--- src/rtl/imem_loader_pkg.sv ---
// Shared types and constants for the instruction-memory byte-stream loader.
package imem_loader_pkg;

  typedef enum logic [2:0] {
    ST_IDLE   = 3'd0,
    ST_LEN_HI = 3'd1,
    ST_LEN_LO = 3'd2,
    ST_DATA   = 3'd3,
    ST_WRITE  = 3'd4,
    ST_DONE   = 3'd5,
    ST_ERR    = 3'd6
  } state_e;

  localparam int LEN_BYTES      = 2;
  localparam int BYTES_PER_WORD = 4;

endpackage

--- src/rtl/imem_loader_word.sv ---
// Big-endian byte-to-word assembler: keeps the leading bytes of a word and
// presents the full word in the cycle its last byte arrives.
module word_assembler
  import imem_loader_pkg::*;
(
  input  logic        clk,
  input  logic        rst_n,
  input  logic        i_shift_en,
  input  logic        i_clear,
  input  logic [7:0]  i_byte,
  output logic [31:0] o_word,
  output logic        o_word_full
);

  localparam int CNT_W = $clog2(BYTES_PER_WORD);

  // The final byte goes straight to the output, so only the leading bytes are stored.
  logic [23:0]      r_shreg;
  logic [CNT_W-1:0] r_cnt;

  // Shift register and byte counter; the counter wraps to 0 after each word.
  always_ff @(posedge clk or negedge rst_n) begin
    if (!rst_n) begin
      r_shreg <= 24'h000000;
      r_cnt   <= {CNT_W{1'b0}};
    end else if (i_clear) begin
      r_shreg <= 24'h000000;
      r_cnt   <= {CNT_W{1'b0}};
    end else if (i_shift_en) begin
      r_shreg <= {r_shreg[15:0], i_byte};
      r_cnt   <= r_cnt + {{(CNT_W-1){1'b0}}, 1'b1};
    end else begin
      r_shreg <= r_shreg;
      r_cnt   <= r_cnt;
    end
  end

  assign o_word      = {r_shreg, i_byte};
  assign o_word_full = i_shift_en && (r_cnt == CNT_W'(BYTES_PER_WORD - 1));

endmodule

--- src/rtl/imem_loader.sv ---
// Loads a length-prefixed big-endian byte stream into instruction memory
// and holds the CPU until the whole image has been written.
module imem_loader
  import imem_loader_pkg::*;
#(
  parameter int ADDR_W = 8
) (
  input  logic              clk,
  input  logic              rst_n,
  input  logic              i_start,
  input  logic [7:0]        i_byte_in,
  input  logic              i_byte_valid,
  output logic              o_byte_ready,
  output logic              o_im_we,
  output logic [ADDR_W-1:0] o_im_addr,
  output logic [31:0]       o_im_wdata,
  output logic              o_cpu_hold,
  output logic              o_done,
  output logic              o_error
);

  localparam int              LEN_W = 8 * LEN_BYTES;
  localparam logic [LEN_W:0]  DEPTH = {{LEN_W{1'b0}}, 1'b1} << ADDR_W;

  state_e             r_state;
  state_e             w_state_next;
  logic [LEN_W-1:0]   r_len;
  logic [ADDR_W-1:0]  r_addr;
  logic [31:0]        r_wdata;
  logic               w_xfer;
  logic               w_shift_en;
  logic               w_clear;
  logic               w_word_full;
  logic               w_last_word;
  logic [31:0]        w_word;
  logic [LEN_W-1:0]   w_len_n;

  assign w_xfer      = i_byte_valid && o_byte_ready;
  assign w_len_n     = {r_len[LEN_W-1:8], i_byte_in};
  // Last-word test is one bit wider than the length so N = depth compares cleanly.
  assign w_last_word = ((LEN_W+1)'(r_addr) + (LEN_W+1)'(1)) == {1'b0, r_len};

  word_assembler u_word (
    .clk         (clk),
    .rst_n       (rst_n),
    .i_shift_en  (w_shift_en),
    .i_clear     (w_clear),
    .i_byte      (i_byte_in),
    .o_word      (w_word),
    .o_word_full (w_word_full)
  );

  // Next-state logic; start is honoured only in the idle-like states.
  always_comb begin
    w_state_next = r_state;
    w_shift_en   = 1'b0;
    w_clear      = 1'b0;
    case (r_state)
      ST_IDLE, ST_DONE, ST_ERR: begin
        if (i_start) begin
          w_state_next = ST_LEN_HI;
          w_clear      = 1'b1;
        end else begin
          w_state_next = r_state;
        end
      end
      ST_LEN_HI: begin
        if (w_xfer) w_state_next = ST_LEN_LO;
        else        w_state_next = r_state;
      end
      ST_LEN_LO: begin
        if (!w_xfer)                          w_state_next = r_state;
        else if (w_len_n == {LEN_W{1'b0}})    w_state_next = ST_DONE;
        else if ({1'b0, w_len_n} > DEPTH)     w_state_next = ST_ERR;
        else                                  w_state_next = ST_DATA;
      end
      ST_DATA: begin
        w_shift_en = w_xfer;
        if (w_word_full) w_state_next = ST_WRITE;
        else             w_state_next = r_state;
      end
      ST_WRITE: begin
        if (w_last_word) w_state_next = ST_DONE;
        else             w_state_next = ST_DATA;
      end
      default: w_state_next = ST_IDLE;
    endcase
  end

  // State register.
  always_ff @(posedge clk or negedge rst_n) begin
    if (!rst_n) r_state <= ST_IDLE;
    else        r_state <= w_state_next;
  end

  // Length, address and write-data registers.
  always_ff @(posedge clk or negedge rst_n) begin
    if (!rst_n) begin
      r_len   <= {LEN_W{1'b0}};
      r_addr  <= {ADDR_W{1'b0}};
      r_wdata <= 32'h0000_0000;
    end else begin
      if (r_state == ST_LEN_HI && w_xfer)      r_len[LEN_W-1:8] <= i_byte_in;
      else if (r_state == ST_LEN_LO && w_xfer) r_len[7:0]       <= i_byte_in;
      else                                     r_len            <= r_len;

      if (w_clear)                 r_addr <= {ADDR_W{1'b0}};
      else if (r_state == ST_WRITE) r_addr <= r_addr + {{(ADDR_W-1){1'b0}}, 1'b1};
      else                         r_addr <= r_addr;

      if (w_word_full) r_wdata <= w_word;
      else             r_wdata <= r_wdata;
    end
  end

  // Status outputs are decoded from the next state so they register with it.
  always_ff @(posedge clk or negedge rst_n) begin
    if (!rst_n) begin
      o_byte_ready <= 1'b0;
      o_im_we      <= 1'b0;
      o_cpu_hold   <= 1'b1;
      o_done       <= 1'b0;
      o_error      <= 1'b0;
    end else begin
      o_byte_ready <= w_state_next inside {ST_LEN_HI, ST_LEN_LO, ST_DATA};
      o_im_we      <= (w_state_next == ST_WRITE);
      o_cpu_hold   <= (w_state_next != ST_DONE);
      o_done       <= (w_state_next == ST_DONE);
      o_error      <= (w_state_next == ST_ERR);
    end
  end

  assign o_im_addr  = r_addr;
  assign o_im_wdata = r_wdata;

endmodule

--- config.mk ---
export PLATFORM = sky130hd
export DESIGN_NAME = imem_loader
export DESIGN_NICKNAME = d
export VERILOG_FILES = /design/src/rtl/imem_loader_pkg.sv /design/src/rtl/imem_loader_word.sv /design/src/rtl/imem_loader.sv
export SDC_FILE = /design/constraint.sdc
export NUM_CORES = 1
export LEC_CHECK = 0
export CORE_ASPECT_RATIO = 1.2
export CORE_UTILIZATION = 57
export CTS_BUF_LIST = sky130_fd_sc_hd__clkbuf_4 sky130_fd_sc_hd__clkbuf_8
export CTS_CLUSTER_SIZE = 10
export DETAILED_ROUTE_END_ITERATION = 6
export GPL_TIMING_DRIVEN = 0
export PLACE_DENSITY = 0.83
export SLEW_MARGIN = 15
export SYNTH_ARGS = -nofsm -noshare
export SYNTH_HDL_FRONTEND = slang
export SYNTH_HIERARCHICAL = 1
export SYNTH_SLANG_ARGS = --single-unit
--- constraint.sdc ---
create_clock -name clk -period 3.3 [get_ports clk]
set_clock_uncertainty 0.1 [all_clocks]
set_input_delay 0.66 -clock clk [delete_from_list [all_inputs] [get_ports clk]]
set_output_delay 0.66 -clock clk [all_outputs]
set_load 0.01 [all_outputs]
==> results_dict.tcl, run 1 <==
set metrics [dict create \
    final_cell_area_um2 5050 \
    grt_pass1_vias 2816 \
    yosysWarnings 6 \
    place_area_um2 4846 \
    fin_ws_ns 0.1252 \
    fmax_mhz 315.0 \
    grt_pass1_wl_um 13730 \
    cts_tree "done" \
    gp_congestion 0.8642 \
    synth_cell_type_count 52 \
    synth_nets 355 \
    worstPathMaxFanout 10 \
    ir_drop_mv 0.3407 \
    cellInternalPower_mw 2.198 \
    port_buffers 55 \
    synthArstFlopShare_pct 100.0 \
    p_sw_mw 1.089 \
    p_total_mw 3.287 \
    rsz0062_at_grt "false" \
    r2r_end "o_im_wdata[1]" \
    synth_edf_count 0 \
    ys.flop_type "dfrtp_1" \
    avgViaCountPerCell 5.592 \
    post_cts_buffers 0 \
    syn_avg_cell_area_um2 12.20 \
    yosysSeqAreaShare_pct 54.15 \
    final_nets 422 \
    mappedNetlistArea_um2 4161 \
    r2r_start "r_state[2]" \
    rrSetupSlack_ns 0.24 \
    rows 33 \
    holdBufCountCts 0 \
    clock_path_buffers 2 \
    cts_root_buf "clkbuf_8" \
    dieArea_um2 7648 \
    hpwl_um 5966 \
    die_h_um 95.60 \
    drt_wl_total_um 8446 \
    worstMarginPinSlew_ns 0.6657 \
    drive_above_1_share_pct 24.21 \
    start_util_pct 59.99 \
    hold_ws_ns 0.1612 \
    area_growth_syn_to_layout_pct 21.35 \
    die_x_um 80 \
    first_iter_violations 112 \
    p_seq_share_pct 45.6 \
    p_sw_share_pct 33.13 \
    crit_path_end_kind "flip-flop" \
    setup_viol 0 \
    cp_data_required_time_ns 3.44 \
    drt.antenna.violating_nets 0 \
    finalHoldViolCount 0 \
    drv_cap 0 \
    clock_latency_ns 0.35 \
    vias 2796 \
    coreArea_um2 6937 \
    relSlewSlack_pct 55.29 \
    clk_pin_slew_ns 0.09 \
    synth-compound-area-share_pct 5.532 \
    p_per_area_nw_per_um2 651.0 \
    leakagePower_nw 2.256 \
    antenna_found_initial 0 \
    drc 0 \
    syn_inst 341 \
    dp_cells 484 \
    fin_crit_ns 3.175 \
    yosys.area_share.adder_pct 0.6013 \
    hp-class "in2async" \
    reg2regPathDepth 10 \
    ys_ff_latch 90 \
    n_antenna_cell 0 \
    arrival_ns 3.31 \
    status "complete, no violations" \
    post_cts_resized 0 \
    power_frac_comb_pct 31.2 \
    routedWlPerCell_um 16.89 \
    synth_top_family_by_area "multiplexers" \
    grt_max_degree 57 \
    path_class "in2reg" \
    synth_simple_gate_area_share_pct 11.88 \
    drt_first_pass_iters 4 \
    slew_violations 0 \
    clockPowerShare_pct 23.3 \
    dpl_worst_slack_ns -0.2180 \
    synth_xor_area_share_pct 3.728 \
    ios 57 \
    fin_crit_sh_pct 96.20 \
    grt_usage_pct 24.11 \
    cts_htree_levels 3 \
    grt-ovfl-total 0 \
    fill_cells 483 \
    final_cells 500 \
    cts_sinks 90 \
    cts_buffers 9 \
    synthMuxAreaShare_pct 19.24 \
    cp-start-kind "primary input" \
]
==> critical path, stage by stage <==
cell and delay (ns):
clkdlybuf4s50_1 0.48, nand2_1 0.18, nor2_1 0.20, buf_6 0.19, buf_12 0.16, and2_1 0.12
clkbuf_1 0.33, buf_1 0.57, mux2_2 0.41
==> cell usage after synthesis, types with 3 or more instances <==
cell type	number	share of area, %
a21oi_1	7	0.84
a31oi_1	3	0.45
and2_1	3	0.45
buf_1	4	0.36
buf_2	7	0.84
buf_4	8	1.4
clkbuf_1	6	0.54
dfrtp_1	89	54
inv_1	5	0.45
mux2_2	48	13
mux2i_1	26	6.3
nand2_1	11	0.99
nand3_1	4	0.48
nor2_1	43	3.9
nor2_2	3	0.45
nor2b_1	3	0.45
nor3_1	6	0.72
nor4_1	3	0.45
o21ai_0	4	0.48
xnor2_1	10	2.1
xor2_1	5	1.1
==> power groups by stage <==
stage	registers (mW)	logic, mW	clock network, mW
after detailed placement	1.52	1.02	0
after floorplan	1.49	0.729	0
final	1.50	1.02	0.764
after CTS	1.50	1.03	0.783
after global placement	1.50	0.973	0
after global routing	1.53	1.12	0.831
==> per-layer routing <==
metal  wire [um]  vias up  GRT usage (%)
met5           0        -              0
met4         143        0          8.036
met3         293       14          5.646
met2        4423       71          41.03
met1        3586     1403          30.29
li1            -     1308              -
==> worst max-delay path by stage <==
stage                            start             end  slack, ns
after detailed placement  i_byte_valid   o_im_wdata[1]      -0.22
final                     i_byte_valid   o_im_wdata[1]       0.13
after global placement           rst_n   o_im_wdata[5]      -1.70
after floorplan           i_byte_valid          o_done       0.73
after global routing      i_byte_valid  o_im_wdata[29]       0.02
after CTS                 i_byte_valid   o_im_wdata[1]       0.14
==> cell usage in the layout, fill, tap and decap left out, types with 3 or more instances in the layout <==
| cell | synthesis | layout |
|---|---|---|
| o21ai_0 | 4 | 4 |
| a21oi_1 | 7 | 7 |
| dfrtp_1 | 89 | 89 |
| xnor2_1 | 10 | 10 |
| mux2_2 | 48 | 48 |
| xor2_1 | 5 | 5 |
| nor2b_1 | 3 | 3 |
| nor2_1 | 43 | 43 |
| clkbuf_1 | 6 | 6 |
| mux2i_1 | 26 | 26 |
| clkdlybuf4s50_1 | 0 | 54 |
| buf_2 | 7 | 7 |
| a31oi_1 | 3 | 3 |
| nor3_1 | 6 | 6 |
| inv_1 | 5 | 5 |
| nor4_1 | 3 | 3 |
| and2_1 | 3 | 3 |
| nand3_1 | 4 | 4 |
| nand2_1 | 11 | 11 |
| nor2_2 | 3 | 3 |
| buf_4 | 8 | 9 |
| buf_1 | 4 | 4 |
| clkbuf_8 | 0 | 10 |
==> sequential cells by signal (all words and copies together), names as in the netlist <==
name and cells:
o_im_wdata 32, u_word/r_shreg 24, r_len 16, o_im_addr 8
r_state 3, u_word/r_cnt 2, o_byte_ready 1, o_cpu_hold 1
o_done 1, o_error 1, o_im_we 1
==> final cells by class <==
class / instances / area (um^2) / share of cell area, %
inverter: 5 / 18.77 / 0.3717
clock inverter: 4 / 51.30 / 1.016
multi-input combinational: 218 / 1705 / 33.77
timing repair buffer: 56 / 575.6 / 11.40
clock buffer: 12 / 152.6 / 3.023
buffer: 28 / 183.9 / 3.642
sequential: 90 / 2253 / 44.62
tap: 87 / 108.9 / 2.156
==> per-stage QoR <==
step	setup TNS, ns	util (%)
2_1_floorplan	0	-
3_3_place_gp	-156.41	69.50
3_5_place_dp	-4.755	69.86
4_1_cts	0	72.80
5_1_grt	0	72.80
6_report	0	72.80
==> cells by family after synthesis <==
family | after synthesis
and+or+nand+nor | 95
AOI/OAI and AO/OA | 31
DFF | 90
buffers and inverters | 33
adders and majority gates | 2
muxes | 74
xor gates and xnor gates | 16
No activity file was read; power rests on OpenSTA's default activity.
==> run 2: changes to the inputs <==
- SLEW_MARGIN: 15 -> default
==> results of run 2 <==
The final DEF is identical to that of run 1; final timing and power are the same.
==> run 3: changes to the inputs <==
- CELL_PAD_IN_SITES_DETAIL_PLACEMENT: default -> 0
- CELL_PAD_IN_SITES_GLOBAL_PLACEMENT: default -> 1
- CORE_UTILIZATION: 57 -> 41
- PLACE_DENSITY: 0.83 -> default
- PLACE_DENSITY_LB_ADDON: default -> 0.1
- clock period: 3.3 -> 2.85 ns (I/O delays scaled with it)
==> run 3 against run 2 <==
Net effect: non-clock buffer count increased by 5; wire length increased by 4.3%; register-to-register slack about the same; largest power group unchanged.
==> results_dict.tcl, run 3 (same netlist as run 1, synthesis figures left out) <==
set metrics [dict create \
    avgViaCountPerCell 5.043 \
    setup_viol 0 \
    cts_sinks 90 \
    fmax_mhz 381.1 \
    routedWlPerCell_um 16.28 \
    fin_crit_ns 2.624 \
    drt.antenna.violating_nets 0 \
    grt_usage_pct 18.29 \
    holdBufCountCts 0 \
    hold_ws_ns 0.03733 \
    cp-start-kind "flip-flop" \
    final_cell_area_um2 5142 \
    p_per_area_nw_per_um2 740.1 \
    cts_tree "done" \
    drv_cap 0 \
    port_buffers 55 \
    rows 39 \
    crit_path_end_kind "flip-flop" \
    grt_max_degree 63 \
    ir_drop_mv 0.3308 \
    relSlewSlack_pct 57.75 \
    rsz0062_at_grt "false" \
    slew_violations 0 \
    die_h_um 112.4 \
    mostFrequentLayoutCells "dfrtp_1 (89), clkdlybuf4s50_1 (54), mux2_2 (48), nor2_1 (43), mux2i_1 (26)" \
    clock_latency_ns 0.36 \
    arrival_ns 2.75 \
    place_area_um2 4891 \
    gp_congestion 0.8071 \
    ios 57 \
    drt_first_pass_iters 4 \
    hpwl_um 6203 \
    final_common_cell "dfrtp_1" \
    hp-class "in2async" \
    cts_htree_levels 3 \
    n_antenna_cell 0 \
    drt_wl_total_um 8805 \
    cts_root_buf "clkbuf_8" \
    grt_pass1_vias 2783 \
    final_nets 427 \
    fin_ws_ns 0.2260 \
    cp_data_required_time_ns 2.97 \
    worstMarginPinSlew_ns 0.6291 \
    grt-ovfl-total 0 \
    finalHoldViolCount 0 \
    setup-tns-final_ns 0 \
    p_total_mw 3.806 \
    grt_pass1_wl_um 14600 \
    fin_crit_sh_pct 92.07 \
    clk_pin_slew_ns 0.09 \
    drc 0 \
    vias 2728 \
    first_iter_violations 86 \
    largest_reg_flops 32 \
    coreArea_um2 9711 \
    area_growth_syn_to_layout_pct 23.57 \
    cts_buffers 9 \
    clock_path_buffers 2 \
    status "complete, no violations" \
    die_x_um 93.97 \
    antenna_found_initial 0 \
    start_util_pct 42.86 \
    dieArea_um2 10560 \
    drive_above_1_share_pct 26.79 \
    worstPathMaxFanout 10 \
    dpl_worst_slack_ns -0.7077 \
    path_class "reg2reg" \
    leakagePower_nw 2.299 \
]
==> run 3: where the power goes <==
group | internal, mW | total [mW] | switching, mW | leakage (nW)
sequential | 1.53 | 1.73 | 0.200 | 1.21
combinational | 0.590 | 1.20 | 0.613 | 0.994
clock | 0.422 | 0.869 | 0.447 | 0.0962
==> run 3: metal layers <==
metal | vias up | GRT usage, % | part of all wire [%] | wire [um]
met3 | 6 | 3.794 | 3.1 | 276
met1 | 1357 | 23.39 | 45 | 3972
li1 | 1319 | - | - | -
met4 | 0 | 5.846 | 0.99 | 87
met2 | 46 | 30.80 | 51 | 4468
met5 | - | 0 | 0 | 0
==> run 3: path summary, 6_finish.rpt <==
path / from / end / slack [ns] / cells past startpoint
min reg2reg: o_im_wdata[30] / o_im_wdata[30] / 0.41 / 1
max in group asynchronous: rst_n / u_word/r_shreg[8] / 1.98 / 2
max: r_state[2] / u_word/r_shreg[10] / 0.23 / 9
max reg2reg: r_state[2] / u_word/r_shreg[10] / 0.23 / 9
min: rst_n / o_im_we / 0.04 / 1
min in group clk: o_im_wdata[30] / o_im_wdata[30] / 0.41 / 1
==> run 3: cell type report <==
class	instances	area, um^2
Fill cell	881	4568
Buffer	27	183.9
Tap cell	123	153.9
Multi-Input combinational cell	218	1718
Timing Repair Buffer	62	620.6
Clock inverter	5	55.05
Inverter	5	18.77
Sequential cell	90	2253
Clock buffer	11	138.9
==> run 3: per-stage QoR <==
step | cells | util (%)
after floorplan | 341 | -
after global placement | 519 | 50.11
after detailed placement | 520 | 50.37
after CTS | 535 | 52.38
after global routing | 541 | 52.96
final | 541 | 52.96
==> run 3: worst max-delay path, cell delays in order (launching register included) <==
cell      delay, ns
dfrtp_1        0.37
buf_2          0.19
and2b_1        0.22
nor3_1         0.18
a21oi_1        0.06
nor2b_1        0.16
clkbuf_1       0.39
buf_2          0.31
clkbuf_1       0.38
nor2_1         0.11
==> run 3: repair_timing <==
item | in CTS | in global routing
pin swaps | 0 | 1
resized for setup | 4 | 4
gates cloned | 0 | 0
buffers inserted | 0 | 6
setup endpoints to repair | 34 | 4
endpoints found under the hold margin | 0 | 0
